File: src/rtl/udm_bus_arbiter.sv
`default_nettype none
// ============================================================================
// Module   : udm_bus_arbiter
// Purpose  : Two-master / one-slave arbiter for the 32-bit data memory bus.
//            Shares the test memory / CSR slave between the UDM debug master
//            (m0) and the CPU data master (m1), and routes split-transaction
//            read responses back to the issuing master via an ID FIFO.
// Ports    : clk_i, rst_i (async, active-high)
//            m0_* / m1_*  : master request channels (req/we/addr/be/wdata in,
//                           ack/resp/rdata out)
//            s_*          : slave request channel out, ack/resp/rdata in
// Params   : RESP_FIFO_DEPTH - outstanding-read ID FIFO depth (power of 2, >=2)
// Macro    : UDM_ARB_FIXED_PRIO_EN - when defined, m0 always wins a tie;
//            otherwise ties are resolved round-robin.
// Revision : 1.0 - initial release
// ============================================================================
module udm_bus_arbiter #(
    parameter int RESP_FIFO_DEPTH = 4
) (
    input  logic        clk_i,
    input  logic        rst_i,

    input  logic        m0_req_i,
    input  logic        m0_we_i,
    input  logic [31:0] m0_addr_i,
    input  logic [3:0]  m0_be_i,
    input  logic [31:0] m0_wdata_i,
    output logic        m0_ack_o,
    output logic        m0_resp_o,
    output logic [31:0] m0_rdata_o,

    input  logic        m1_req_i,
    input  logic        m1_we_i,
    input  logic [31:0] m1_addr_i,
    input  logic [3:0]  m1_be_i,
    input  logic [31:0] m1_wdata_i,
    output logic        m1_ack_o,
    output logic        m1_resp_o,
    output logic [31:0] m1_rdata_o,

    output logic        s_req_o,
    output logic        s_we_o,
    output logic [31:0] s_addr_o,
    output logic [3:0]  s_be_o,
    output logic [31:0] s_wdata_o,
    input  logic        s_ack_i,
    input  logic        s_resp_i,
    input  logic [31:0] s_rdata_i
);

    localparam int             c_ptr_w     = $clog2(RESP_FIFO_DEPTH);
    localparam logic [c_ptr_w:0] c_fifo_full = (c_ptr_w + 1)'(RESP_FIFO_DEPTH);

    typedef enum logic [0:0] {
        S_IDLE = 1'b0,
        S_BUSY = 1'b1
    } state_t;

    state_t                     r_state, w_state_nxt;
    logic                       r_grant, w_grant_nxt;
    logic [RESP_FIFO_DEPTH-1:0] r_id_fifo;
    logic [c_ptr_w-1:0]         r_wr_ptr, r_rd_ptr;
    logic [c_ptr_w:0]           r_count;

    logic w_fifo_full, w_fifo_empty;
    logic w_m0_elig, w_m1_elig, w_tie_winner;
    logic w_sel_req, w_sel_we;
    logic w_accept, w_push, w_pop, w_head_id;

    // Eligibility looks at the registered count only, so a pop in the same
    // cycle never frees a slot for a read grant until the next cycle.
    assign w_fifo_full  = (r_count == c_fifo_full);
    assign w_fifo_empty = (r_count == '0);
    assign w_m0_elig    = m0_req_i & (m0_we_i | ~w_fifo_full);
    assign w_m1_elig    = m1_req_i & (m1_we_i | ~w_fifo_full);

`ifdef UDM_ARB_FIXED_PRIO_EN
    // Debug master preempts the core at every arbitration point.
    assign w_tie_winner = 1'b0;
`else
    logic r_last;

    // The master that was not granted last wins a tie; resets to 1 so m0
    // takes the first tie.
    always_ff @(posedge clk_i or posedge rst_i) begin
        if (rst_i) begin
            r_last <= 1'b1;
        end else if (w_accept) begin
            r_last <= r_grant;
        end
    end

    assign w_tie_winner = ~r_last;
`endif

    assign w_sel_req = r_grant ? m1_req_i : m0_req_i;
    assign w_sel_we  = r_grant ? m1_we_i  : m0_we_i;

    // ------------------------------------------------------------------
    // FSM
    // ------------------------------------------------------------------
    always_ff @(posedge clk_i or posedge rst_i) begin
        if (rst_i) begin
            r_state <= S_IDLE;
            r_grant <= 1'b0;
        end else begin
            r_state <= w_state_nxt;
            r_grant <= w_grant_nxt;
        end
    end

    always_comb begin
        w_state_nxt = r_state;
        w_grant_nxt = r_grant;
        w_accept    = 1'b0;
        w_push      = 1'b0;
        unique case (r_state)
            S_IDLE: begin
                if (w_m0_elig | w_m1_elig) begin
                    w_state_nxt = S_BUSY;
                    w_grant_nxt = (w_m0_elig & w_m1_elig) ? w_tie_winner : w_m1_elig;
                end
            end
            S_BUSY: begin
                if (!w_sel_req) begin
                    // Master withdrew its request before the slave took it.
                    w_state_nxt = S_IDLE;
                end else if (s_ack_i) begin
                    w_state_nxt = S_IDLE;
                    w_accept    = 1'b1;
                    w_push      = ~w_sel_we;
                end
            end
            default: w_state_nxt = S_IDLE;
        endcase
    end

    assign m0_ack_o = w_accept & ~r_grant;
    assign m1_ack_o = w_accept &  r_grant;

    // Slave channel: granted master in BUSY, all zero in IDLE.
    always_comb begin
        s_req_o   = 1'b0;
        s_we_o    = 1'b0;
        s_addr_o  = '0;
        s_be_o    = '0;
        s_wdata_o = '0;
        if (r_state == S_BUSY) begin
            s_req_o = w_sel_req;
            s_we_o  = w_sel_we;
            if (r_grant) begin
                s_addr_o  = m1_addr_i;
                s_be_o    = m1_be_i;
                s_wdata_o = m1_wdata_i;
            end else begin
                s_addr_o  = m0_addr_i;
                s_be_o    = m0_be_i;
                s_wdata_o = m0_wdata_i;
            end
        end
    end

    // ------------------------------------------------------------------
    // Outstanding-read ID FIFO and response routing
    // ------------------------------------------------------------------
    assign w_pop     = s_resp_i & ~w_fifo_empty;
    assign w_head_id = r_id_fifo[r_rd_ptr];

    always_ff @(posedge clk_i or posedge rst_i) begin
        if (rst_i) begin
            r_id_fifo <= '0;
            r_wr_ptr  <= '0;
            r_rd_ptr  <= '0;
            r_count   <= '0;
        end else begin
            if (w_push) begin
                r_id_fifo[r_wr_ptr] <= r_grant;
                r_wr_ptr            <= r_wr_ptr + 1'b1;
            end
            if (w_pop) begin
                r_rd_ptr <= r_rd_ptr + 1'b1;
            end
            unique case ({w_push, w_pop})
                2'b10:   r_count <= r_count + 1'b1;
                2'b01:   r_count <= r_count - 1'b1;
                default: r_count <= r_count;
            endcase
        end
    end

    // Only resp is steered; both masters see the slave read data.
    assign m0_resp_o  = w_pop & ~w_head_id;
    assign m1_resp_o  = w_pop &  w_head_id;
    assign m0_rdata_o = s_rdata_i;
    assign m1_rdata_o = s_rdata_i;

endmodule
`default_nettype wire
File: config.mk
export PLATFORM = sky130hd
export DESIGN_NAME = udm_bus_arbiter
export DESIGN_NICKNAME = d
export VERILOG_FILES = /design/src/rtl/udm_bus_arbiter.sv
export SDC_FILE = /design/constraint.sdc
export NUM_CORES = 1
export LEC_CHECK = 0
export CAP_MARGIN = 20
export CORE_AREA = 2 2 123 125
export CTS_BUF_LIST = sky130_fd_sc_hd__clkbuf_4 sky130_fd_sc_hd__clkbuf_8
export CTS_CLUSTER_DIAMETER = 60
export CTS_CLUSTER_SIZE = 24
export DETAILED_ROUTE_END_ITERATION = 16
export DIE_AREA = 0 0 125 127
export SLEW_MARGIN = 20
export SYNTH_ARGS = -nofsm -noshare
export SYNTH_HDL_FRONTEND = slang
export SYNTH_SLANG_ARGS = --single-unit
File: constraint.sdc
create_clock -name clk_i -period 4.3 [get_ports clk_i]
set_input_delay 0.43 -clock clk_i [delete_from_list [all_inputs] [get_ports clk_i]]
set_output_delay 0.43 -clock clk_i [all_outputs]
set_load 0.03 [all_outputs]
==> Word-level counts from Yosys, hierarchy flattened <==
Cells that the tools add are included.
{ "word_totals": {"regBits": 14} }
{ "op_classes": {"bitwise_logic": 18, "magnitude_cmp": 3, "addsub": 4, "n_eq_ne": 3, "reduce_logical": 4, "n_mux": 27} }
{ "ops": {"columns": ["cell", "count"], "rows": [
  ["$mux W32", 4],
  ["$mux W1", 16],
  ["$and A1 B1 Y1", 8],
  ["$mux W4", 2],
  ["$not A1 Y1", 7],
  ["$lt A2 B3 Y1 const B", 2],
  ["$pmux W3 S2", 1],
  ["$add A2 B1 Y2 const B", 2],
  ["$bwmux W4", 1],
  ["$add A3 B1 Y3 const B", 1],
  ["$eq A3 B3 Y1 const B", 1],
  ["$logic_not A3 Y1", 1],
  ["$or A1 B1 Y1", 3],
  ["$sub A3 B1 Y3 const B", 1],
  ["$bmux W1 S2", 1],
  ["$demux W1 S2", 1],
  ["$eq A2 B1 Y1 const B", 1],
  ["$eq A2 B2 Y1 const B", 1],
  ["$ge A2 B1 Y1 const B", 1],
  ["$pmux W1 S2", 1],
  ["$reduce_and A2 Y1", 1],
  ["$reduce_bool A2 Y1", 1],
  ["$logic_and A1 B1 Y1", 1]
]} }

==> Logic depth before layout (Yosys ltp) <==
Gate-level depths: netlist of run 1.
{ "depth": {"ltp_word": 7, "mapped_depth": 10, "depth_no_buf": 9} }

==> Worst setup path before layout of run 1 <==
OpenSTA, ideal clock, no wires.
{ "synth_timing": {"path_kind": "flip-flop to flip-flop", "startpoint": "register r_grant", "endpoint": "register r_count[2]", "arrival_ps": 2007, "n_path_buf": 1, "stages_incl_launch_ff": 11, "setup_slack_ps": 2213, "setup_ps": 79, "period_less_slack_ps": 2087, "cell_sequence": "dfrtp_1 -> buf_6 -> mux2_4 -> and4_4 -> inv_1 -> ha_1 -> inv_1 -> fa_1 -> xor2_1 -> nor2_1 -> xor2_1"} }
{ "synth_via": {"elab_chain_cells": 7, "word_cells_on_any_way": 10, "classes_between": "eq/ne (2); mux (6); bitwise (1); reduce/logical (1)"} }
{ "synth_lines": {"columns": ["item", "line_no", "rtl"], "rows": [
  ["start, declared", "60", "logic r_grant, w_grant_nxt;"],
  ["start signal, assigned", "108", "r_grant <= w_grant_nxt;"],
  ["$mux W1", "97", "assign w_sel_we = r_grant ? m1_we_i : m0_we_i;"],
  ["$not A1 Y1", "131", "w_push = ~w_sel_we;"],
  ["$mux W1", "128", "end else if (s_ack_i) begin"],
  ["$mux W1 (*)", "125", "if (!w_sel_req) begin"],
  ["$mux W1 (*)", "117", "unique case (r_state)"],
  ["$eq A2 B1 Y1 or $eq A2 B2 Y1 (tied branches)", "183", "unique case ({w_push, w_pop})"],
  ["$pmux W3 S2 or $reduce_bool A2 Y1 (tied branches)", null, null],
  ["end signal, assigned", "184", "2'b10: r_count <= r_count + 1'b1;"],
  ["end signal, assigned", "185", "2'b01: r_count <= r_count - 1'b1;"],
  ["end signal, assigned", "186", "default: r_count <= r_count;"],
  ["end, declared", "63", "logic [c_ptr_w:0] r_count;"]
]} }
Every way passes the cells marked *; elsewhere a longest branch is shown, timed or not.
A chain may end at the register's enable or synchronous reset.

==> Final worst setup path of run 1 <==
{ "layout_timing": {"startpoint": "register r_grant", "endpoint": "output s_wdata_o[10]"} }
{ "layout_via": {"elab_chain_cells": 2} }
{ "layout_lines": {"columns": ["item", "line_no", "rtl"], "rows": [
  ["$mux W32", "151", "if (r_grant) begin"],
  ["$mux W32", "148", "if (r_state == S_BUSY) begin"],
  ["end, declared", "45", "output logic [31:0] s_wdata_o,"]
]} }
Every way passes these cells.

==> impl_metrics.yaml, run 1 <==
outcome:
  status: "finished, final reports clean"
placed_design:
  place_ws_ps: 1610
  port_buffers: 217
  dpl-instance-area_mm2: 0.00422
  place_congestion: 0.756
  dp.final_hpwl_mm: 7.35
clocking:
  cts_tree: "yes"
  root_buffer: "clkbuf_8"
  clock_latency_ps: 250
  numCtsBuffers: 3
  cts_sinks: 14
  post_cts_buffers: 0
  cts-resized-gates: 0
  htreeDepth: 1
  clkTransAtPathRegs_ps: 60
  hold_buffers: 0
  ctsLongestPathBuffers: 2
timing:
  fin_setup_tns_ps: 0
  grt_setup_unrepaired: "no"
  hold_violations: 0
  fin_crit_ps: 2890
  min_period_over_period: 0.673
  worstMarginPinSlew_ps: 728
  fin_hold_ws_ps: 482
  relSlewSlack: 0.514
  max_freq_ghz: 0.346
  slew_viol_final: 0
  skew_ps: 3.14
  setup_viol: 0
  setup_slack_ps: 1410
final_layout:
  drive_gt1_frac: 0.0272
  areaGrowthSynthToFinish_pct: 80.9
  layout.nets: 624
  final_cell_mix: "clkdlybuf4s50_1 (217), nor2_1 (72), mux2i_1 (71)"
  fin_area_mm2: 0.00427
  fillerInstances: 1510
  diodes: 0
  layout_commonest_cell: "clkdlybuf4s50_1"
critical_path:
  crit_type: "register to output port"
  cp-start-kind: "register"
  cp.required_ps: 3870
  endpoint_kind: "output port"
  r2r_slack_ps: 1710
  path_max_fanout: 42
  timing.rr.start: "r_grant"
  cp.arrival_ps: 2460
  setup.worst_path.start: "r_grant"
pwr:
  ir_drop_uv: 393
  p_leak_uw: 0.00181
  power_frac_clock: 0.052
  power.internal_uw: 1200
  p_seq_frac: 0.131
  powerDensity_mw_per_mm2: 588
  p_sw_uw: 1310
  swShare: 0.522
  comb_power_share: 0.816
route:
  drt_iter0_drc: 55
  drc_errors: 0
  ant_nets: 0
  post_drt_wl_per_cell_um: 14.4
  first_pass_iters: 4
  viasPerCell: 4.01
  wl_mm: 9.02
  num_vias: 2509
synthesis:
  avgSynthCellArea_um2: 7.87
  synth_top_area_cell: "mux2i_1"
  yosysUniqueCellTypes: 30
  synth_top_area_share: 0.301
  syn_area_mm2: 0.00236
  synth-seq-cells: 14
  postSynthCellCount: 300
  yosysSeqAreaShare: 0.149
  yosys-top-cells-area: "mux2i_1 (30%), buf_4 (22%), dfrtp_1 (14%)"
  yosysWarnings: 0
  synth_nets: 482
floorplanning:
  dieArea_mm2: 0.0159
  num_rows: 44
  die_y_um: 127
  die_w_um: 125
  core-area_mm2: 0.0144
  ios: 314
  initial_utilization: 0.164
global_route:
  grt_start_max_net_pins: 73
  grt_pass1_vias: 2588
  grt_pass1_wl_mm: 13.6
  antenna_found_initial: 0
  grt_overflow: 0
  grt_usage: 0.105
min_path:
  hp-start: "r_rd_ptr[1]"
  hp-class: "register to register"
run:
  drv_cap: 0
==> cell type report <==
| type | instances | area [um^2] | share of cell area |
|---|---|---|---|
| Timing Repair Buffer | 218 | 2190 | 0.513 |
| Multi-Input combinational cell | 195 | 1400 | 0.327 |
| Sequential cell | 14 | 355 | 0.0832 |
| Tap cell | 184 | 230 | 0.0539 |
| Clock buffer | 4 | 55.1 | 0.0129 |
| Inverter | 10 | 40.0 | 0.00937 |
==> synth_stat cells <==
cell and n:
and2_1 1, xor2_1 2, mux2i_1 71, nand3b_1 5, o21ai_0 8, a41oi_1 1
dfrtp_1 13, inv_1 9, clkbuf_1 9, fa_1 1, nand2_1 3, ha_1 5
nor2b_1 1, buf_2 2, mux4_2 1, nor2_1 72, a31oi_1 1, dfstp_2 1
xnor2_1 4, o221ai_1 1, o31ai_1 1, or4b_1 2, and4_1 1, nand3_1 10
buf_6 1, and4_4 1, a21o_1 1, buf_4 69, inv_2 1, mux2_4 2
==> worst paths after layout <==
check	cells past startpoint	endpoint
worst max register to register	9	r_count[2]
worst max-delay path	4	s_wdata_o[10]
worst min register to register	1	r_rd_ptr[1]
worst min-delay path	1	r_rd_ptr[1]
max in group asynchronous	2	r_grant
min in group asynchronous	2	r_count[0]
==> cells by family (layout without fill, tap and decap cells) <==
group	count (synthesis)	after routing	share of synthesized area
compound gates	13	13	0.0334
xor+xnor	6	6	0.0223
fa+ha+maj	6	6	0.0350
buf+inv	91	232	0.259
flops	14	14	0.149
mux	74	74	0.323
simple gates	96	96	0.179
==> registers in the layout, indices dropped and copies added (netlist names) <==
signal,flops
r_rd_ptr,2
r_last,1
r_wr_ptr,2
r_count,3
r_grant,1
r_id_fifo,4
r_state,1
==> critical path, stage by stage, from the launching register on <==
cell and delay, ps:
dfrtp_4 830, buf_12 340, mux2i_1 300, nor2_1 70
clkdlybuf4s50_1 630
==> per-stage QoR <==
| stage | util | total power (uW) | instances |
|---|---|---|---|
| 2_1_floorplan | - | 1710 | 300 |
| 6_report | 0.296 | 2510 | 625 |
| 3_3_place_gp | 0.292 | 2380 | 621 |
| 5_1_grt | 0.296 | 2670 | 625 |
| 4_1_cts | 0.296 | 2540 | 625 |
| 3_5_place_dp | 0.292 | 2400 | 621 |
==> power by group through the flow <==
| stage | logic [uW] | clock network [uW] | registers (uW) |
|---|---|---|---|
| CTS | 2070 | 134 | 332 |
| global route | 2190 | 141 | 346 |
| floorplan | 1490 | 0 | 221 |
| detailed placement | 2070 | 0 | 338 |
| finish | 2050 | 132 | 329 |
| global placement | 2050 | 0 | 324 |
==> layer usage <==
metal  track usage  share of wire  vias up  wire length (um)
met3        0.0348           0.10       32               941
met2         0.182           0.48      181              4360
met5             0              0        -                 0
met4        0.0346          0.025        0               225
li1              -              -     1216                 -
met1         0.121           0.39     1080              3490
No activity file was read; power rests on OpenSTA's default activity.
==> run 2: changes to the inputs <==
CORE_AREA = 2 2 121 123   (was 2 2 123 125)
DIE_AREA = 0 0 123 125   (was 0 0 125 127)
clock period = 2.4 ns   (was 4.3 ns; I/O delays follow)
==> impl_metrics.yaml, run 2 (synthesized netlist as in run 1, its figures left out) <==
run:
  drv_cap: 0
timing:
  fin_crit_ps: 2280
  hold_violations: 0
  relSlewSlack: 0.629
  fin_setup_tns_ps: 0
  setup_viol: 0
  skew_ps: 0.549
  min_period_over_period: 0.951
  slew_viol_final: 0
  grt_setup_unrepaired: "no"
  worstMarginPinSlew_ps: 557
  max_freq_ghz: 0.438
clocking:
  cts-resized-gates: 0
  numCtsBuffers: 3
  post_cts_buffers: 0
  hold_buffers: 0
  htreeDepth: 1
  clkTransAtPathRegs_ps: 60
  clock_latency_ps: 250
  root_buffer: "clkbuf_8"
  cts_tree: "yes"
  ctsLongestPathBuffers: 2
  cts_sinks: 14
pwr:
  powerDensity_mw_per_mm2: 1070
  p_leak_uw: 0.00187
  ir_drop_uv: 718
global_route:
  grt_overflow: 0
  grt_pass1_wl_mm: 12.9
  grt_usage: 0.105
  antenna_found_initial: 0
  grt_start_max_net_pins: 44
  grt_pass1_vias: 2476
placed_design:
  place_congestion: 0.814
  port_buffers: 217
  dp.final_hpwl_mm: 7.51
floorplanning:
  initial_utilization: 0.166
  dieArea_mm2: 0.0154
  die_w_um: 123
  num_rows: 44
  core-area_mm2: 0.0142
  die_y_um: 125
  ios: 314
critical_path:
  path_max_fanout: 6
  path_cells: "mux2_4 -> buf_4 -> nand3_1 -> nor2_1 -> clkdlybuf4s50_1"
  slowest_delay_ps: 680
  critPathSlowestCell: "clkdlybuf4s50_1"
  cp.arrival_ps: 2040
  cp.required_ps: 2160
  endpoint_kind: "output port"
  cp-start-kind: "register"
  crit_type: "register to output port"
final_layout:
  areaGrowthSynthToFinish_pct: 82.9
  layout.nets: 630
  largest_reg_flops: 4
  final_cell_mix: "clkdlybuf4s50_1 (207), nor2_1 (72), mux2i_1 (71)"
  top_register: "r_id_fifo"
  layout_commonest_cell: "clkdlybuf4s50_1"
  diodes: 0
  post-route-util: 0.304
  reg.largest.list: "r_id_fifo: 4 flops, r_count: 3 flops"
  drive_gt1_frac: 0.0649
min_path:
  hp-class: "input port to async pin"
route:
  ant_nets: 0
  wl_mm: 9.06
  drt_iter0_drc: 50
  drc_errors: 0
  post_drt_wl_per_cell_um: 14.4
  viasPerCell: 4.07
  first_pass_iters: 4
  num_vias: 2567
outcome:
  status: "finished, final reports clean"
## run 2: per-stage QoR
step | instances | hold WS [ps] | setup slack (ps) | power [uW] | cell area [um^2]
after detailed placement | 627 | 480 | 49.8 | 4400 | 4260
after global placement | 627 | 476 | 83.5 | 4370 | 4260
final | 631 | 332 | 118 | 4600 | 4320
after global routing | 631 | 392 | 12.6 | 4890 | 4320
after floorplan | 300 | 129 | 313 | 3060 | 2360
after CTS | 631 | 356 | 43.2 | 4660 | 4310
## run 2: layout make-up
type | count | area, um^2
Inverter | 10 | 37.5
Multi-Input combinational cell | 195 | 1400
Timing Repair Buffer | 224 | 2240
Clock buffer | 4 | 55.1
Fill cell | 1482 | 9880
Sequential cell | 14 | 355
Tap cell | 184 | 230
## run 2: worst paths after layout
path	end	depth (start not counted)	slack, ps	start
max in group asynchronous	r_grant	2	1650	rst_i
hold reg to reg	r_rd_ptr[1]	1	500	r_rd_ptr[1]
setup reg to reg	r_count[2]	9	210	r_grant
setup / recovery	m0_ack_o	5	120	r_grant
min in group clk_i	m0_rdata_o[13]	0	480	s_rdata_i[13]
hold / removal	r_id_fifo[3]	2	330	rst_i
## run 2: metal layers
| metal | wire length, um | GRT usage |
|---|---|---|
| met5 | 0 | 0 |
| met3 | 1090 | 0.0242 |
| met2 | 4290 | 0.192 |
| met4 | 179 | 0.0321 |
| met1 | 3490 | 0.119 |
## run 2: power breakdown
group	total (uW)	internal (uW)	switching [uW]
clock network	243	146	96.8
logic	3890	1720	2170
registers	470	341	129
## run 2: worst max-delay path, delay by kind of cell (launching register included)
family	cells	cell delay, ps
flip-flops	1	530
AND/OR/NAND/NOR	2	220
multiplexers	1	220
buffers and inverters	2	820
